`src/rtl/alpu_slice_sequencer.sv`:
```
// Issues one wide operation to a REG_WIDTH ALPU slice by slice, LSB first,
// and returns the assembled wide result over a valid/ready port.
module alpu_slice_sequencer #(
   parameter  int REG_WIDTH  = 4,
   parameter  int NUM_SLICES = 4,
   localparam int OP_WIDTH   = REG_WIDTH * NUM_SLICES
) (
   input  logic                 clk,
   input  logic                 reset_n,
   input  logic                 req_valid_i,
   output logic                 req_ready_o,
   input  logic [OP_WIDTH-1:0]  req_a_i,
   input  logic [OP_WIDTH-1:0]  req_b_i,
   input  logic [3:0]           req_instr_i,
   input  logic                 req_cin_i,
   input  logic                 req_chain_i,
   output logic [REG_WIDTH-1:0] alpu_a_o,
   output logic [REG_WIDTH-1:0] alpu_b_o,
   output logic [3:0]           alpu_instr_o,
   output logic                 alpu_cin_o,
   input  logic [REG_WIDTH-1:0] alpu_out_i,
   input  logic                 alpu_cout_i,
   output logic                 rsp_valid_o,
   input  logic                 rsp_ready_i,
   output logic [OP_WIDTH-1:0]  rsp_out_o,
   output logic                 rsp_cout_o,
   output logic                 busy_o
);

   localparam int CW = (NUM_SLICES > 1) ? $clog2(NUM_SLICES) : 1;
   localparam logic [CW-1:0] LAST = CW'(NUM_SLICES - 1);

   typedef enum logic [1:0] {
      S_IDLE,
      S_EXEC,
      S_DONE
   } state_t;

   state_t r_state;
   state_t w_next;

   logic [CW-1:0]                         r_cnt;
   logic [NUM_SLICES-1:0][REG_WIDTH-1:0]  r_a;
   logic [NUM_SLICES-1:0][REG_WIDTH-1:0]  r_b;
   logic [NUM_SLICES-1:0][REG_WIDTH-1:0]  r_res;
   logic [3:0]                            r_instr;
   logic                                  r_cin;
   logic                                  r_chain;
   logic                                  r_carry;
   logic                                  r_cout;

   logic w_accept;
   logic w_exec;
   logic w_last;

   assign w_accept = req_valid_i & (r_state == S_IDLE);
   assign w_exec   = (r_state == S_EXEC);
   assign w_last   = (r_cnt == LAST);

   always_ff @(posedge clk or negedge reset_n) begin
      if (!reset_n) begin
         r_state <= S_IDLE;
      end else begin
         r_state <= w_next;
      end
   end

   always_comb begin
      w_next       = r_state;
      req_ready_o  = 1'b0;
      rsp_valid_o  = 1'b0;
      busy_o       = 1'b1;
      alpu_a_o     = '0;
      alpu_b_o     = '0;
      alpu_instr_o = '0;
      alpu_cin_o   = 1'b0;
      unique case (r_state)
         S_IDLE: begin
            req_ready_o = 1'b1;
            busy_o      = 1'b0;
            if (req_valid_i) w_next = S_EXEC;
         end
         S_EXEC: begin
            alpu_a_o     = r_a[r_cnt];
            alpu_b_o     = r_b[r_cnt];
            alpu_instr_o = r_instr;
            alpu_cin_o   = r_carry;
            if (w_last) w_next = S_DONE;
         end
         S_DONE: begin
            rsp_valid_o = 1'b1;
            if (rsp_ready_i) w_next = S_IDLE;
         end
         default: begin
            w_next = S_IDLE;
            busy_o = 1'b0;
         end
      endcase
   end

   // Carry reg feeds the next slice; r_cout keeps the final slice's cout only.
   always_ff @(posedge clk or negedge reset_n) begin
      if (!reset_n) begin
         r_cnt   <= '0;
         r_a     <= '0;
         r_b     <= '0;
         r_res   <= '0;
         r_instr <= '0;
         r_cin   <= 1'b0;
         r_chain <= 1'b0;
         r_carry <= 1'b0;
         r_cout  <= 1'b0;
      end else if (w_accept) begin
         r_a     <= req_a_i;
         r_b     <= req_b_i;
         r_instr <= req_instr_i;
         r_cin   <= req_cin_i;
         r_chain <= req_chain_i;
         r_carry <= req_cin_i;
         r_cnt   <= '0;
      end else if (w_exec) begin
         r_res[r_cnt] <= alpu_out_i;
         r_carry      <= r_chain ? alpu_cout_i : r_cin;
         r_cout       <= alpu_cout_i;
         r_cnt        <= w_last ? '0 : r_cnt + 1'b1;
      end
   end

   assign rsp_out_o  = r_res;
   assign rsp_cout_o = r_cout;

endmodule

```
`config.mk`:
```
export PLATFORM = sky130hd
export DESIGN_NAME = alpu_slice_sequencer
export DESIGN_NICKNAME = d
export VERILOG_FILES = /design/src/rtl/alpu_slice_sequencer.sv
export SDC_FILE = /design/constraint.sdc
export NUM_CORES = 1
export LEC_CHECK = 0
export CORE_ASPECT_RATIO = 1.2
export CORE_MARGIN = 8
export CORE_UTILIZATION = 67
export CTS_CLUSTER_DIAMETER = 30
export DETAILED_ROUTE_END_ITERATION = 7
export DONT_BUFFER_PORTS = 1
export PLACE_DENSITY_LB_ADDON = 0.08
export REMOVE_ABC_BUFFERS = 1
export SYNTH_ARGS = -nofsm -noshare
export SYNTH_HDL_FRONTEND = slang
export SYNTH_SLANG_ARGS = --single-unit
```
`constraint.sdc`:
```
create_clock -name clk -period 4.2 [get_ports clk]
set_input_delay 0.21 -clock clk [delete_from_list [all_inputs] [get_ports clk]]
set_output_delay 0.21 -clock clk [all_outputs]
set_load 0.005 [all_outputs]
```
# --- After elaboration in Yosys (flattened, before gate mapping) ---
# Cells that the tools add are included.
totals:
  word_cells: 60
  ff_bits: 60
  in_bits: 47
classes:
  bitwise: 2
  n_reduce_logical: 6
  addsub: 1
  mux: 24
  n_eq_ne: 6
  magnitude_cmp: 2
ops:
  columns: ["operator", "n"]
  rows:
  - ["$mux W4", 6]
  - ["$bmux W4 S2", 2]
  - ["$bwmux W16", 1]
  - ["$mux W2", 6]
  - ["$demux W4 S2", 1]
  - ["$mux W1", 7]
  - ["$pmux W2 S3", 1]
  - ["$eq A2 B2 Y1 const B", 2]
  - ["$ne A2 B2 Y1 const B", 2]
  - ["$lt A2 B3 Y1 const B", 1]
  - ["$reduce_and A3 Y1", 1]
  - ["$add A2 B1 Y2 const B", 1]
  - ["$eq A2 B1 Y1 const B", 1]
  - ["$ge A2 B1 Y1 const B", 1]
  - ["$logic_not A2 Y1", 1]
  - ["$ne A2 B1 Y1 const B", 1]
  - ["$reduce_and A2 Y1", 1]
  - ["$reduce_bool A2 Y1", 1]
  - ["$reduce_or A2 Y1", 1]
  - ["$and A1 B1 Y1", 1]
  - ["$logic_and A1 B1 Y1", 1]
  - ["$not A1 Y1", 1]

# --- Logic depth before layout (Yosys ltp) ---
# Gate-level depths: netlist of run 1.
logic_depth:
  word_depth: 5
  ltp_mapped: 7
  ltp_nobuf: 5

# --- Least setup slack after synthesis of run 1 ---
# Ideal clock, no wire load.
synth_path:
  path_kind: "flip-flop to flip-flop"
  start: "register r_state[1]"
  end: "register r_state[0]"
  slack_ns: 2.600
  setup_ns: 0.125
  path_stages_with_launch: 6
  arrival_time_ns: 1.475
  period_less_slack_ns: 1.600
  cell_sequence: "dfrtp_1 -> inv_1 -> ha_1 -> buf_6 -> a222oi_1 -> mux2_2"
synth_between:
  elab_chain_cells: 3
synth_lines:
  columns: ["item", "line", "source"]
  rows:
  - ["start, declared", "39", "state_t r_state;"]
  - ["start signal, assigned", "64", "r_state <= w_next;"]
  - ["$eq A2 B1 Y1 (tied with other cells)", "77", "unique case (r_state)"]
  - ["$ne A2 B1 Y1 (no line) or $ne A2 B2 Y1 (tied branches)", null, null]
  - ["$reduce_and A3 Y1 (no line)", null, null]
# Several ways; a longest one is shown, not always the timed one.
# A chain may end at the register's enable or synchronous reset.

# --- Worst setup path in the final report of run 1 ---
layout_path:
  start: "register r_cnt[0]"
  end: "output alpu_b_o[2]"
layout_between:
  elab_chain_cells: 3
layout_lines:
  columns: ["item", "line", "source"]
  rows:
  - ["start, declared", "42", "logic [CW-1:0] r_cnt;"]
  - ["start signal, assigned", "125", "r_cnt <= w_last ? '0 : r_cnt + 1'b1;"]
  - ["$bmux W4 S2", "85", "alpu_b_o = r_b[r_cnt];"]
  - ["$mux W4 (implied by the code)", "85", null]
  - ["$mux W4", "77", null]
  - ["end, declared", "18", "output logic [REG_WIDTH-1:0] alpu_b_o,"]
# Every way passes these cells. The select of a mux whose other input is x is not followed.

==> metrics.yaml, run 1 <==
timing:
  setup_violations: 0
  fin_crit_sh_pct: 50.5
  finalCriticalPeriod_ps: 2120
  maxSlewViolCount: 0
  rsz0062_at_grt: "no"
  tightest_slew_ps: 629
  fmax_mhz: 471
  setup_tns_ps: 0
  slew_headroom_pct: 58.0
  final_hold_viol_count: 0
  fin_skew_ps: 8.27
cts:
  htreeDepth: 3
  clk_pin_slew_ps: 70
  cts_hold_buf: 3
  cts_tree: "done"
  cts_buffers: 9
  clock_sinks: 60
  postCtsResizedCells: 0
  insertion_delay_ps: 330
  cts-root-buf: "clkbuf_8"
  clock_tree.buffer_depth: 2
  post_cts_buffers: 0
yosys:
  synth-seq-cells: 60
  synth_largest_area_cell: "dfrtp_1"
  ys_types: 21
  synth_top_area_share_pct: 55.4
  ys_seq_area_share_pct: 55.4
  syn_area_mm2: 0.00271
  syn-instance-count: 180
  yosysWarnings: 0
  synth.avg_cell_area_um2: 15.1
  yosys-top-cells-area: "dfrtp_1 (55%), mux2_2 (23%), ha_1 (4.2%)"
die:
  num_rows: 25
  core_mm2: 0.00391
  die_area_mm2: 0.00634
  die_h_um: 85.7
  io_pins: 80
  initial_utilization_pct: 69.3
  fp.dieW_um: 74.1
routing:
  drc: 0
  avgViaCountPerCell: 6.05
  antenna_left: 0
  num_vias: 1489
  avgRoutedWirePerCell_um: 21.5
  drt_wl_total_um: 5300
  dr.pass1.iters: 6
  drtIter0Drc: 102
setup_path:
  worst_ep_required_time_ps: 3990
  crit_chain: "mux4_1 > and2_1"
  critPathCaptureType: "output port"
  cp_max_fo: 13
  worst-path-buf-inv: 0
  crit_slowest_cell: "dfrtp_1"
  cp.arrival_ps: 1910
  critPathLaunchType: "flip-flop"
  worst-setup-path-type: "flip-flop to output port"
  crit_family: "flip-flops"
  cp_slowest_stage_delay_ps: 740
  worst-r2r-setup-slack_ps: 2130
power:
  power.density_mw_per_mm2: 778
  p_seq_share_pct: 47.5
  p_sw_share_pct: 31.2
  internal_power_mw: 1.57
  clkPwrFrac_pct: 19.0
  p_leak_nw: 1.28
  combPwrFrac_pct: 33.5
  switchingPower_uw: 713
  vdd_drop_max_mv: 0.393
outcome:
  status: "complete, no violations"
place:
  gp_congestion: 0.709
  port_buffers: 0
  dp_cells: 227
  dpl.hpwl_um: 3770
global_route:
  antenna_found_initial: 0
  grt_max_degree: 61
  grt_pass1_wl_um: 8230
  overflow: 0
  grt_pass1_vias: 1640
  grt.total_usage_pct: 17.4
final_layout:
  final_cell_mix: "dfrtp_1 (60), mux2_2 (56), and2_1 (12), clkbuf_8 (10), ha_1 (9)"
  num_antenna_cells: 0
  instances_no_fill: 246
  nNetsFinal: 243
  postLayoutCoreUtil_pct: 75.1
  drive_above_1_share_pct: 39.1
  fillers: 250
  layout_commonest_cell: "dfrtp_1"
  syn_to_final_growth_pct: 8.31
min_path:
  hold_path_class: "input pin to flip-flop"
flow_run:
  cap_violations: 0
## routing by layer
metal  up-vias  GRT usage, %  part of all wire [%]
li1        652             -                     -
met1       771          18.1                    38
met2        61          28.4                    52
met3         5          7.82                   9.2
met4         0          9.29                   1.3
met5         -             0                     0
## power by group through the flow
stage	clock [mW]	combinational (mW)	sequential, mW
2_1_floorplan	0	0.641	1.01
3_3_place_gp	0	0.715	1.07
3_5_place_dp	0	0.756	1.10
4_1_cts	0.436	0.777	1.09
5_1_grt	0.464	0.837	1.12
6_report	0.434	0.764	1.08
## layout make-up
class	instances	area, µm²	share of cell area [%]
well taps	54	67.6	2.30
inverters	8	30.0	1.02
repair buffers	4	55.1	1.88
flip-flops and latches	60	1500	51.2
clock buffers	14	153	5.20
clock inverters	2	10.0	0.341
multi-input cells	104	1120	38.1
## sequential cells by signal (all words and copies together) (netlist names)
signal / cells
rsp_cout_o: 1
r_cin: 1
rsp_out_o: 16
r_chain: 1
r_state: 2
r_instr: 4
r_a: 16
r_cnt: 2
r_carry: 1
r_b: 16
## through the flow
step / power, mW / worst slack [ps] / area [µm²] / hold WS [ps]
2_1_floorplan: 1.65 / 2120 / 2650 / -85.6
3_3_place_gp: 1.78 / 2210 / 2730 / -84.0
3_5_place_dp: 1.85 / 2130 / 2730 / -83.9
4_1_cts: 2.30 / 2050 / 2940 / 21.5
5_1_grt: 2.43 / 1970 / 2940 / 12.7
6_report: 2.28 / 2080 / 2940 / 27.2
## cell usage after synthesis
library cell,count
inv_1,8
mux4_2,4
a222oi_1,1
clkbuf_1,1
mux2_2,56
and2_2,1
ha_1,9
a211oi_1,1
dfrtp_1,60
mux2i_1,1
buf_6,3
buf_4,1
nand3_1,1
a21oi_1,3
nor2b_1,1
and2_1,12
nand2_1,7
mux4_1,4
nor3b_1,1
buf_2,3
o21ai_0,2
## cells by family (layout without fill, tap and decap cells)
kind of cell             after synthesis  in the layout  synth area share (%)
adder cells (fa/ha/maj)                9              9                  4.16
buffers and inverters                 16             28                  3.32
flip-flops                            60             60                  55.4
AO/OA/AOI/OAI                          7              7                  1.57
multiplexers                          65             65                  30.8
AND/OR/NAND/NOR                       23             23                  4.71
## worst paths after layout
path                           startpoint      endpoint  depth (start not counted)
setup / recovery                 r_cnt[0]   alpu_b_o[2]                          2
hold / removal             req_instr_i[2]    r_instr[2]                          1
min in group asynchronous         reset_n  rsp_out_o[7]                          2
setup reg to reg                 r_cnt[0]    r_state[1]                          4
max in group asynchronous         reset_n        r_b[0]                          2
hold reg to reg                     r_cin         r_cin                          2
No activity file was read; power rests on OpenSTA's default activity.
==> run 2, diff against run 1 <==
CORE_UTILIZATION = 62   (was 67)
clock period = 2.2 ns   (was 4.2 ns; I/O delays follow)
==> metrics.yaml, run 2 (same netlist as run 1, synthesis figures left out) <==
routing:
  avgRoutedWirePerCell_um: 20.5  # -5.0%
  drt_wl_total_um: 5960  # +12%
  num_vias: 1645  # +10%
  antenna_left: 0  # unchanged
  drtIter0Drc: 68  # -33%
  avgViaCountPerCell: 5.65  # -6.6%
  dr.pass1.iters: 4  # -2
  drc: 0  # unchanged
die:
  initial_utilization_pct: 64.1  # -5.2 points
  die_h_um: 88.4  # +3.2%
  core_mm2: 0.00423  # +8.2%
  io_pins: 80  # unchanged
  die_area_mm2: 0.00675  # +6.4%
  num_rows: 26  # +4.0%
  fp.dieW_um: 76.4  # +3.1%
cts:
  cts_tree: "done"
  clock_sinks: 60  # unchanged
  clock_tree.buffer_depth: 2  # unchanged
  insertion_delay_ps: 320  # about the same
  htreeDepth: 3  # unchanged
  post_cts_buffers: 0  # unchanged
  cts_buffers: 9  # unchanged
  clk_pin_slew_ps: 60  # about the same
  postCtsResizedCells: 0  # unchanged
  cts-root-buf: "clkbuf_8"
  cts_hold_buf: 46  # +43
power:
  internal_power_mw: 3.07  # +95%
  p_leak_nw: 1.47  # +15%
  combPwrFrac_pct: 37.2  # +3.7 points
  p_seq_share_pct: 45.6  # -1.9 points
  power.density_mw_per_mm2: 1310  # +69%
  vdd_drop_max_mv: 0.803  # +100%
  p_sw_share_pct: 30.9  # -0.28 points
  clkPwrFrac_pct: 17.3  # -1.7 points
  switchingPower_mw: 1.37  # +93%
timing:
  setup_violations: 0  # unchanged
  fin_crit_sh_pct: 84.8
  final.setup.worst_slack_ps: 335  # -1740 ps
  final_hold_viol_count: 0  # unchanged
  fin_skew_ps: 1.97  # -6.30 ps
  setup_tns_ps: 0  # unchanged
  holdWs_ps: 31.0  # +3.73 ps
  maxSlewViolCount: 0  # unchanged
  slew_headroom_pct: 70.9  # +13 points
  tightest_slew_ps: 436  # -193 ps
  finalCriticalPeriod_ps: 1870
  fmax_mhz: 536
  rsz0062_at_grt: "no"
setup_path:
  cp_slowest_stage_delay_ps: 560  # -180 ps
  ff2ff_path_depth: 4  # unchanged
  r2r_start: "r_state[0]"
  cp.arrival_ps: 1760  # -150 ps
  worst-r2r-setup-slack_ps: 470  # -1660 ps
  worst-path-buf-inv: 1  # +1
  critPathCaptureType: "output port"
  worst_ep_required_time_ps: 2090  # -1900 ps
  crit_chain: "buf_4 > mux4_1 > and2_1"
  worstReg2RegEnd: "r_state[1]"
  worst-setup-path-type: "flip-flop to output port"
  crit_family: "multiplexers"
  crit_slowest_cell: "mux4_1"
  critPathLaunchType: "flip-flop"
  startpoint: "r_cnt[0]"
  cp_max_fo: 9  # -4
min_path:
  min_path_cells: 2  # +1
  whs_endpoint: "r_carry"
  min-delay-start: "alpu_cout_i"
  hold_path_class: "input pin to flip-flop"
outcome:
  status: "complete, no violations"
place:
  port_buffers: 0  # unchanged
  placed_area_mm2: 0.00276  # +1.4%
  dpl.hpwl_um: 4030  # +6.9%
  place_ws_ps: 484  # -1640 ps
  gp_congestion: 0.694  # -2.1%
final_layout:
  final_cell_mix: "dfrtp_1 (60), mux2_2 (56), dlygate4sd3_1 (45), and2_1 (12), clkbuf_8 (10)"
  syn_to_final_growth_pct: 25.0
  fillers: 245  # -2.0%
  nNetsFinal: 289  # +19%
  drive_above_1_share_pct: 32.5  # -6.6 points
  layout_commonest_cell: "dfrtp_1"
  postLayoutCoreUtil_pct: 80.1  # +5.0 points
  finalInstanceArea_mm2: 0.00339  # +15%
global_route:
  grt_max_degree: 61  # unchanged
  grt_pass1_vias: 1893  # +15%
  grt_pass1_wl_um: 9950  # +21%
  grt.total_usage_pct: 19.2  # +1.8 points
  antenna_found_initial: 0  # unchanged
  overflow: 0  # unchanged
flow_run:
  cap_violations: 0  # unchanged
==> run 2: cell types whose count changed in the layout (fill, tap and decap cells not counted) <==
cell / previous run / this run
dlygate4sd3_1: 2 / 45
diode_2: 0 / 1
buf_12: 0 / 1
buf_4: 1 / 3
clkinv_2: 2 / 0
clkbuf_1: 4 / 2
==> run 2: worst max-delay path by stage <==
stage / depth (start not counted) / slack [ps] / end
floorplan: 4 / 120 / r_a[0]
global route: 3 / 260 / alpu_b_o[3]
CTS: 3 / 310 / alpu_a_o[1]
global placement: 4 / 600 / r_state[1]
finish: 3 / 330 / alpu_b_o[3]
detailed placement: 4 / 480 / r_state[1]
==> run 2: metal layers <==
| metal | vias up | global-route usage [%] | part of all wire (%) | wire length (µm) |
|---|---|---|---|---|
| li1 | 739 | - | - | - |
| met5 | - | 0 | 0 | 0 |
| met2 | 61 | 33.6 | 55 | 3250 |
| met4 | 0 | 9.81 | 2.1 | 127 |
| met3 | 13 | 7.83 | 7.6 | 453 |
| met1 | 832 | 19.5 | 36 | 2130 |
==> run 2: cell type report <==
cell class	count	area (µm²)	share of cell area, %
inverter	8	30.0	0.886
tap	56	70.1	2.07
sequential	60	1500	44.3
antenna	1	2.50	0.0739
timing repair buffer	50	520	15.4
clock buffer	12	145	4.28
multi-input combinational	104	1120	33.0
==> run 2: metrics by stage <==
step	instances	total power [mW]
final	291	4.44
after global routing	290	4.75
after CTS	290	4.49
after detailed placement	232	3.62
after global placement	232	3.47
after floorplan	172	3.16
==> run 2: power by group through the flow <==
stage	Clock, mW	Sequential [mW]	Combinational, mW
2_1_floorplan	0	1.94	1.22
3_3_place_gp	0	1.99	1.48
3_5_place_dp	0	2.05	1.57
4_1_cts	0.788	2.03	1.67
5_1_grt	0.856	2.09	1.81
6_report	0.767	2.03	1.65
